==> src/rtl/bit_manip_dispatch.sv <==
// Request FIFO, single-issue sequencer and result holding stage around the
// int_bit_manip datapath: requests in order, one in flight, results in order.
module bit_manip_dispatch #(
  parameter int DEPTH   = 4,
  parameter int LATENCY = 2
) (
  input  logic                     clk,
  input  logic                     rst_n,
  input  logic                     req_valid,
  output logic                     req_ready,
  input  logic [2:0]               req_op,
  input  logic [63:0]              req_opa,
  input  logic [63:0]              req_opb,
  output logic [2:0]               bm_operation,
  output logic [63:0]              bm_opa,
  output logic [63:0]              bm_opb,
  input  logic [63:0]              bm_result,
  output logic                     res_valid,
  input  logic                     res_ready,
  output logic [63:0]              res_data,
  output logic [2:0]               res_op,
  output logic                     res_err,
  output logic [$clog2(DEPTH):0]   count,
  output logic                     busy
);

  localparam int AW = $clog2(DEPTH);
  localparam int CW = AW + 1;

  localparam logic [1:0] S_IDLE = 2'd0;
  localparam logic [1:0] S_WAIT = 2'd1;
  localparam logic [1:0] S_HOLD = 2'd2;

  typedef struct packed {
    logic [2:0]  op;
    logic [63:0] opa;
    logic [63:0] opb;
  } req_t;

  req_t          mem_q [DEPTH];
  req_t          head;
  logic [AW-1:0] wr_ptr_q, wr_ptr_d;
  logic [AW-1:0] rd_ptr_q, rd_ptr_d;
  logic [CW-1:0] count_q, count_d;
  logic [1:0]    state_q, state_d;
  logic [3:0]    cnt_q, cnt_d;
  logic [2:0]    bm_op_q, bm_op_d;
  logic [63:0]   bm_opa_q, bm_opa_d;
  logic [63:0]   bm_opb_q, bm_opb_d;
  logic [63:0]   res_data_q, res_data_d;
  logic [2:0]    res_op_q, res_op_d;
  logic          res_err_q, res_err_d;
  logic          push, pop;

  // Ready comes from registered occupancy, so a pop at full only reopens
  // the input one cycle later.
  assign req_ready = (count_q < CW'(DEPTH));
  assign push      = req_valid && req_ready;
  assign pop       = (state_q == S_IDLE) && (count_q != '0);
  assign head      = mem_q[rd_ptr_q];

  always_ff @(posedge clk) begin
    if (push) mem_q[wr_ptr_q] <= '{op: req_op, opa: req_opa, opb: req_opb};
  end

  always_comb begin
    wr_ptr_d = push ? wr_ptr_q + AW'(1) : wr_ptr_q;
    rd_ptr_d = pop  ? rd_ptr_q + AW'(1) : rd_ptr_q;
    count_d  = count_q;
    if (push && !pop)      count_d = count_q + CW'(1);
    else if (!push && pop) count_d = count_q - CW'(1);
  end

  always_comb begin
    state_d    = state_q;
    cnt_d      = cnt_q;
    bm_op_d    = bm_op_q;
    bm_opa_d   = bm_opa_q;
    bm_opb_d   = bm_opb_q;
    res_data_d = res_data_q;
    res_op_d   = res_op_q;
    res_err_d  = res_err_q;
    case (state_q)
      S_IDLE: begin
        if (pop) begin
          if (!head.op[2]) begin
            bm_op_d  = head.op;
            bm_opa_d = head.opa;
            bm_opb_d = head.opb;
            cnt_d    = 4'(LATENCY);
            state_d  = S_WAIT;
          end else begin
            // Illegal ops bypass the datapath entirely.
            res_data_d = '0;
            res_op_d   = head.op;
            res_err_d  = 1'b1;
            state_d    = S_HOLD;
          end
        end
      end
      S_WAIT: begin
        cnt_d = cnt_q - 4'd1;
        if (cnt_q == 4'd1) begin
          res_data_d = bm_result;
          res_op_d   = bm_op_q;
          res_err_d  = 1'b0;
          state_d    = S_HOLD;
        end
      end
      S_HOLD: begin
        if (res_ready) state_d = S_IDLE;
      end
      default: state_d = S_IDLE;
    endcase
  end

  always_ff @(posedge clk or negedge rst_n) begin
    if (!rst_n) begin
      wr_ptr_q   <= '0;
      rd_ptr_q   <= '0;
      count_q    <= '0;
      state_q    <= S_IDLE;
      cnt_q      <= '0;
      bm_op_q    <= 3'd3;
      bm_opa_q   <= '0;
      bm_opb_q   <= '0;
      res_data_q <= '0;
      res_op_q   <= '0;
      res_err_q  <= 1'b0;
    end else begin
      wr_ptr_q   <= wr_ptr_d;
      rd_ptr_q   <= rd_ptr_d;
      count_q    <= count_d;
      state_q    <= state_d;
      cnt_q      <= cnt_d;
      bm_op_q    <= bm_op_d;
      bm_opa_q   <= bm_opa_d;
      bm_opb_q   <= bm_opb_d;
      res_data_q <= res_data_d;
      res_op_q   <= res_op_d;
      res_err_q  <= res_err_d;
    end
  end

  assign bm_operation = bm_op_q;
  assign bm_opa       = bm_opa_q;
  assign bm_opb       = bm_opb_q;
  assign res_valid    = (state_q == S_HOLD);
  assign res_data     = res_data_q;
  assign res_op       = res_op_q;
  assign res_err      = res_err_q;
  assign count        = count_q;
  assign busy         = (state_q != S_IDLE);

endmodule

==> config.mk <==
export PLATFORM = sky130hd
export DESIGN_NAME = bit_manip_dispatch
export DESIGN_NICKNAME = d
export VERILOG_FILES = /design/src/rtl/bit_manip_dispatch.sv
export SDC_FILE = /design/constraint.sdc
export NUM_CORES = 1
export LEC_CHECK = 0
export ABC_AREA = 1
export CAP_MARGIN = 20
export CELL_PAD_IN_SITES_DETAIL_PLACEMENT = 1
export CELL_PAD_IN_SITES_GLOBAL_PLACEMENT = 1
export CORE_MARGIN = 4
export CORE_UTILIZATION = 45
export DETAILED_ROUTE_END_ITERATION = 8
export DONT_BUFFER_PORTS = 1
export GPL_TIMING_DRIVEN = 0
export PLACE_DENSITY_LB_ADDON = 0.1
export SLEW_MARGIN = 20
export SYNTH_ARGS = -nofsm -noshare
export SYNTH_HDL_FRONTEND = slang
export SYNTH_SLANG_ARGS = --single-unit
==> constraint.sdc <==
create_clock -name clk -period 18.8 [get_ports clk]
set_input_delay 1.88 -clock clk [delete_from_list [all_inputs] [get_ports clk]]
set_output_delay 1.88 -clock clk [all_outputs]
set_load 0.05 [all_outputs]
### Word level (Yosys, flattened, before mapping)

Memories as Yosys holds them, arrays and structs flattened.
Cells that the tools add are included.

* output and inout bits: 205
* logic and storage cells: 66
* flip-flop bits (word level): 211
* memory bits (writable): 524
* bits of input ports: 199
* memories kept: 1

Memories
* mem_q: depth 4, bits a word 131, read ports 1, clocked after Yosys merged registers in 0, write ports 1, RTL line 40 `req_t mem_q [DEPTH];`

* mux-type cells: 24
* equality and inequality tests: 8
* bitwise logic cells: 1
* reduce and logical (&&, ||, !) cells: 15
* $lt $le $gt $ge: 1
* $add $sub $neg: 5

Operators by type and width (count)
* 64-bit 2-to-1 mux: 3
* 64-bit case mux with 2 select lines: 1
* 3-bit 2-to-1 mux: 5
* 3-bit AND reduction: 3
* 2-bit 2-to-1 mux: 4
* 4-bit 2-to-1 mux: 2
* 2-bit != test, second input constant: 4
* 4-bit case mux with 2 select lines: 1
* 2-bit case mux with 3 select lines: 1
* 3-bit case mux with 2 select lines: 1
* 2-bit nonzero test: 3
* 1-bit 2-to-1 mux: 5
* 2-bit by 1-bit adder with 2-bit output, second input constant: 2
* 4-bit by 1-bit equality test with 1-bit output, second input constant: 1
* 1-bit logical AND: 4
* 4-bit AND reduction: 1
* 4-bit by 1-bit subtractor with 4-bit output, second input constant: 1
* 3-bit by 1-bit adder with 3-bit output, second input constant: 1
* 3-bit < comparator, second input constant: 1
* 3-bit nonzero test: 1
* 3-bit by 1-bit subtractor with 3-bit output, second input constant: 1
* 2-bit by 1-bit equality test with 1-bit output, second input constant: 1
* 2-bit equality test, second input constant: 1
* 1-bit logical NOT: 2
* other kinds (4): 4

### Logic depth before layout (Yosys ltp)

* depth after elaboration: 6
* depth in mapped cells: 11
* depth with buffers taken out: 10

### Worst setup path after synthesis

OpenSTA, ideal clock, no wires.

* path type: in2reg
* start: in req_valid
* end: mem mem_q[0][0] (netlist name), enable pin
* arrival: 7500 ps
* buffers on the path: 0
* library setup time: 623 ps
* setup slack: 10676 ps
* cell stages on the path: 2
* cells stage by stage: nand2_1 -> nor2_1

* longest elaborated chain between the ends: 3

Ends and longest elaborated chain
* start, declared: RTL line 9 `input logic req_valid,`
* 1-bit logical AND: RTL line 58 `assign push = req_valid && req_ready;`
* 1-bit 2-to-1 mux: RTL line 63 `if (push) mem_q[wr_ptr_q] <= '{op: req_op, opa: req_opa, opb: req_opb};`
* 1-bit 2-to-1 mux (not written as such): RTL line 63
* end, declared: RTL line 40

No other way between the ends.

### Worst setup path in the final report

* start: reg state_q[1]
* end: out res_valid

* longest elaborated chain between the ends: 1

Ends and longest elaborated chain
* start, declared: RTL line 45 `logic [1:0] state_q, state_d;`
* start signal, assigned: RTL line 134 `state_q <= state_d;`
* 2-bit equality test: RTL line 148 `assign res_valid = (state_q == S_HOLD);`
* end, declared: RTL line 18 `output logic res_valid,`

No other way between the ends.

==> key figures <==
Route
  • # DRC: 0
  • Total Wirelength: 80,300 um
  • Post-DR vias/cell: around 5.6
  • Vias: 17,800
  • Post-DRT Antenna Nets: 0
  • WL per Instance: 25.3 um
  • Initial drt markers: about 1,200
  • First-pass detailed-route iteration total: 5

Timing
  • Max-Slew Margin vs Limit: ~25%
  • RSZ-0062 raised after global routing: false
  • Slew Limit Fails: 0
  • Fmax: between 0.2 and 0.3 GHz
  • Final period util: slightly below 20%
  • Final setup viols: 0
  • Worst-Margin Slew: approximately 1.1 ns
  • Final Skew: ~0.02 ns
  • Final Critical Period: 3.68 ns
  • Final Hold Fails: 0
  • PnR worst setup slack: 15.12 ns
  • Final TNS setup: 0 ns

Synth
  • Post-Synthesis Cells: between 2,000 and 2,500
  • Mean Syn Cell Area: approximately 12 um^2
  • Top cell type's share of synthesized area: between 50 and 60%
  • Cell taking the most area after synthesis: edfxtp_1
  • Cell Area, Synth: approximately 28,000 um^2
  • Top-count cell post-synth: nand2_1
  • Seq/Total Area, Yosys: roughly 76%
  • Synth cell count leaders: 554 x nand2_1, 524 x edfxtp_1, 264 x nor2_1, 264 x o21ai_0, 208 x dfrtp_1
  • Main synth FF type: edfxtp_1
  • Post-synth ARST share: 28.6%
  • Synth top area cells: edfxtp_1 57%, dfrtp_1 19%, nand2_1 7.5%, o21ai_0 4.8%, nor2_1 3.6%
  • Post-Syn Nets: ~2,400
  • Post-synth EDFFs: roughly 520
  • Syn. warnings: 0
  • Synthesized flop and latch total: roughly 730
  • Yosys cell types: 28

Clock network
  • Clock transition at the registers of the reported paths: around 0.060 ns
  • Clk Latency, worst-skew pair: 0.63 ns
  • CTS resizes: 0
  • CTS Buffer Depth: 3
  • Hold-fix buffers at CTS: 0
  • H-tree depth: 3
  • TritonCTS clock tree: yes
  • TritonCTS Buffers: about 80
  • Clk root buf: clkbuf_16
  • Post-CTS Setup Bufs: 0
  • Clock Sinks: 734

Place
  • Setup WS pre-CTS: roughly 15 ns
  • Buffers on Ports: 0
  • Placed Instances: roughly 3,000
  • Final Wtd Congestion: approximately 0.84
  • Post-DP HPWL: approximately 53,000 um

Power
  • Max VDD drop: 0.0000967 V
  • Pwr/cell area: between 150 and 200 nW/um^2
  • LEAKAGE: around 12 nW

Floorplanning
  • Die height: about 260 um
  • Initial Util: between 40% and 50%
  • I/O pins: 404
  • Area of the core: roughly 60,000 um^2
  • Site row count: 90
  • Die area: between 60,000 and 70,000 um^2
  • Die width: approximately 260 um

Final layout
  • Nets: between 2,000 and 3,000
  • Final std cells w/o fill: around 3,200
  • Finished Core Util: 52.7%
  • Fraction of layout cells with a size suffix above 1: under 10%
  • Synthesis-to-layout area growth: 15.6%

Worst setup path
  • Crit-path max cell delay: between 0.7 and 0.8 ns
  • CP Max Fanout: 4
  • Setup CP Type: reg2out
  • Critical Path Slowest Stage Cell: nor2_1
  • CP arrival: between 1.5 and 2 ns
  • CP Launch Type: flip-flop
  • Crit-path cells: inv_1 > nor2_1
  • Req. time, crit path: 16.92 ns
  • CP endpoint kind: output port

Run status
  • Status: complete, no violations

Job
  • Max Cap Viol: 0

GRT
  • Congestion Overflow GR: 0
  • Pin count of the biggest net entering global routing: about 210
  • All-Layer GR Usage: between 20% and 30%
  • Initial antenna violation count: 4
  • Number of global-route vias before repair: just under 20,000
  • First-pass GRT wire length: approximately 120,000 um

Hold path
  • Hold Path Class: reg2reg
==> cell usage in the layout, fill, tap and decap left out, drive strengths merged <==
cell type | synthesis | final
nor2 | 267 | 267
diode | 0 | 2
nand3 | 14 | 14
o22ai | 128 | 128
fa | 1 | 1
clkbuf | 88 | 194
edfxtp | 524 | 524
buf | 55 | 84
nor3 | 2 | 2
inv | 20 | 23
xnor2 | 2 | 2
bufinv | 0 | 7
nand4 | 64 | 64
conb | 1 | 1
clkinv | 0 | 29
o31ai | 1 | 1
mux2 | 1 | 1
xor2 | 4 | 4
o21ai | 264 | 264
dfstp | 2 | 2
ha | 7 | 7
nand2 | 556 | 556
a21oi | 2 | 2
dfrtp | 208 | 208
==> registers in the layout, indices dropped and copies added, names as in the netlist <==
signal	flops
mem_q	524
bm_opa	64
bm_opb	64
res_data	64
cnt_q	4
count	3
res_op	3
bm_operation	2
rd_ptr_q	2
state_q	2
wr_ptr_q	2
==> path summary, 6_finish.rpt <==
kind | slack (ns) | start | depth (start not counted) | to
worst max register to register | 15.34 | count[2]$_DFFE_PN0P_ | 7 | mem_q[2][31]$_DFFE_PP_
min in group asynchronous | 0.96 | rst_n | 0 | bm_opb[30]$_DFFE_PN0P_
worst max-delay path | 15.12 | state_q[1]$_DFFE_PN0P_ | 2 | res_valid
max in group asynchronous | 17.47 | rst_n | 0 | bm_opa[52]$_DFFE_PN0P_
worst min register to register | 0.53 | cnt_q[1]$_DFFE_PN0P_ | 2 | cnt_q[1]$_DFFE_PN0P_
worst min-delay path | 0.53 | cnt_q[1]$_DFFE_PN0P_ | 2 | cnt_q[1]$_DFFE_PN0P_
==> layout make-up <==
class,instances,area (um^2)
Multi-Input combinational cell,1314,5930
Tap cell,782,978
Buffer,143,659
Antenna cell,2,5.00
Clock inverter,39,427
Clock buffer,106,2180
Inverter,20,75.1
Sequential cell,734,21000
Fill cell,6172,28600
Timing Repair Buffer,29,693
==> stage by stage <==
step                      hold slack, ns  power [mW]  cell area [um^2]
after global routing               0.546        6.36             31900
after detailed placement           0.522        4.52             29300
after CTS                          0.534        6.08             31900
after global placement             0.494        4.46             28600
after floorplan                    0.465        3.84             27600
final                              0.530        6.01             31900
==> kinds of logic after synthesis <==
logic type,share of synthesized area (%)
and+or+nand+nor,13.0
adders and majority gates,0.389
buffers and inverters,2.66
DFF,76.0
xor gates and xnor gates,0.190
AOI/OAI and AO/OA,7.74
muxes,0.0408
other,0.0136
==> critical path: cells and delay by family, from the launching register on <==
kind                   cells  cell delay [ns]
AND/OR/NAND/NOR            1             0.74
buffers and inverters      1             0.09
flip-flops                 1             0.36
==> where the power goes <==
| group | leakage (nW) | total [mW] | internal (mW) | switching, mW |
|---|---|---|---|---|
| combinational | 3.51 | 1.63 | 0.483 | 1.15 |
| sequential | 7.47 | 2.83 | 2.08 | 0.744 |
| clock | 1.29 | 1.55 | 0.915 | 0.636 |
==> routing by layer <==
layer / share of wire [%] / vias to the layer above / GRT usage, %
met5: 0.0087 / - / 0
met1: 39 / 9202 / 29.6
met4: 2.6 / 2 / 6.78
met3: 8.3 / 113 / 8.61
li1: - / 8019 / -
met2: 50 / 510 / 41.4
Power figures use the tool's default switching activity.
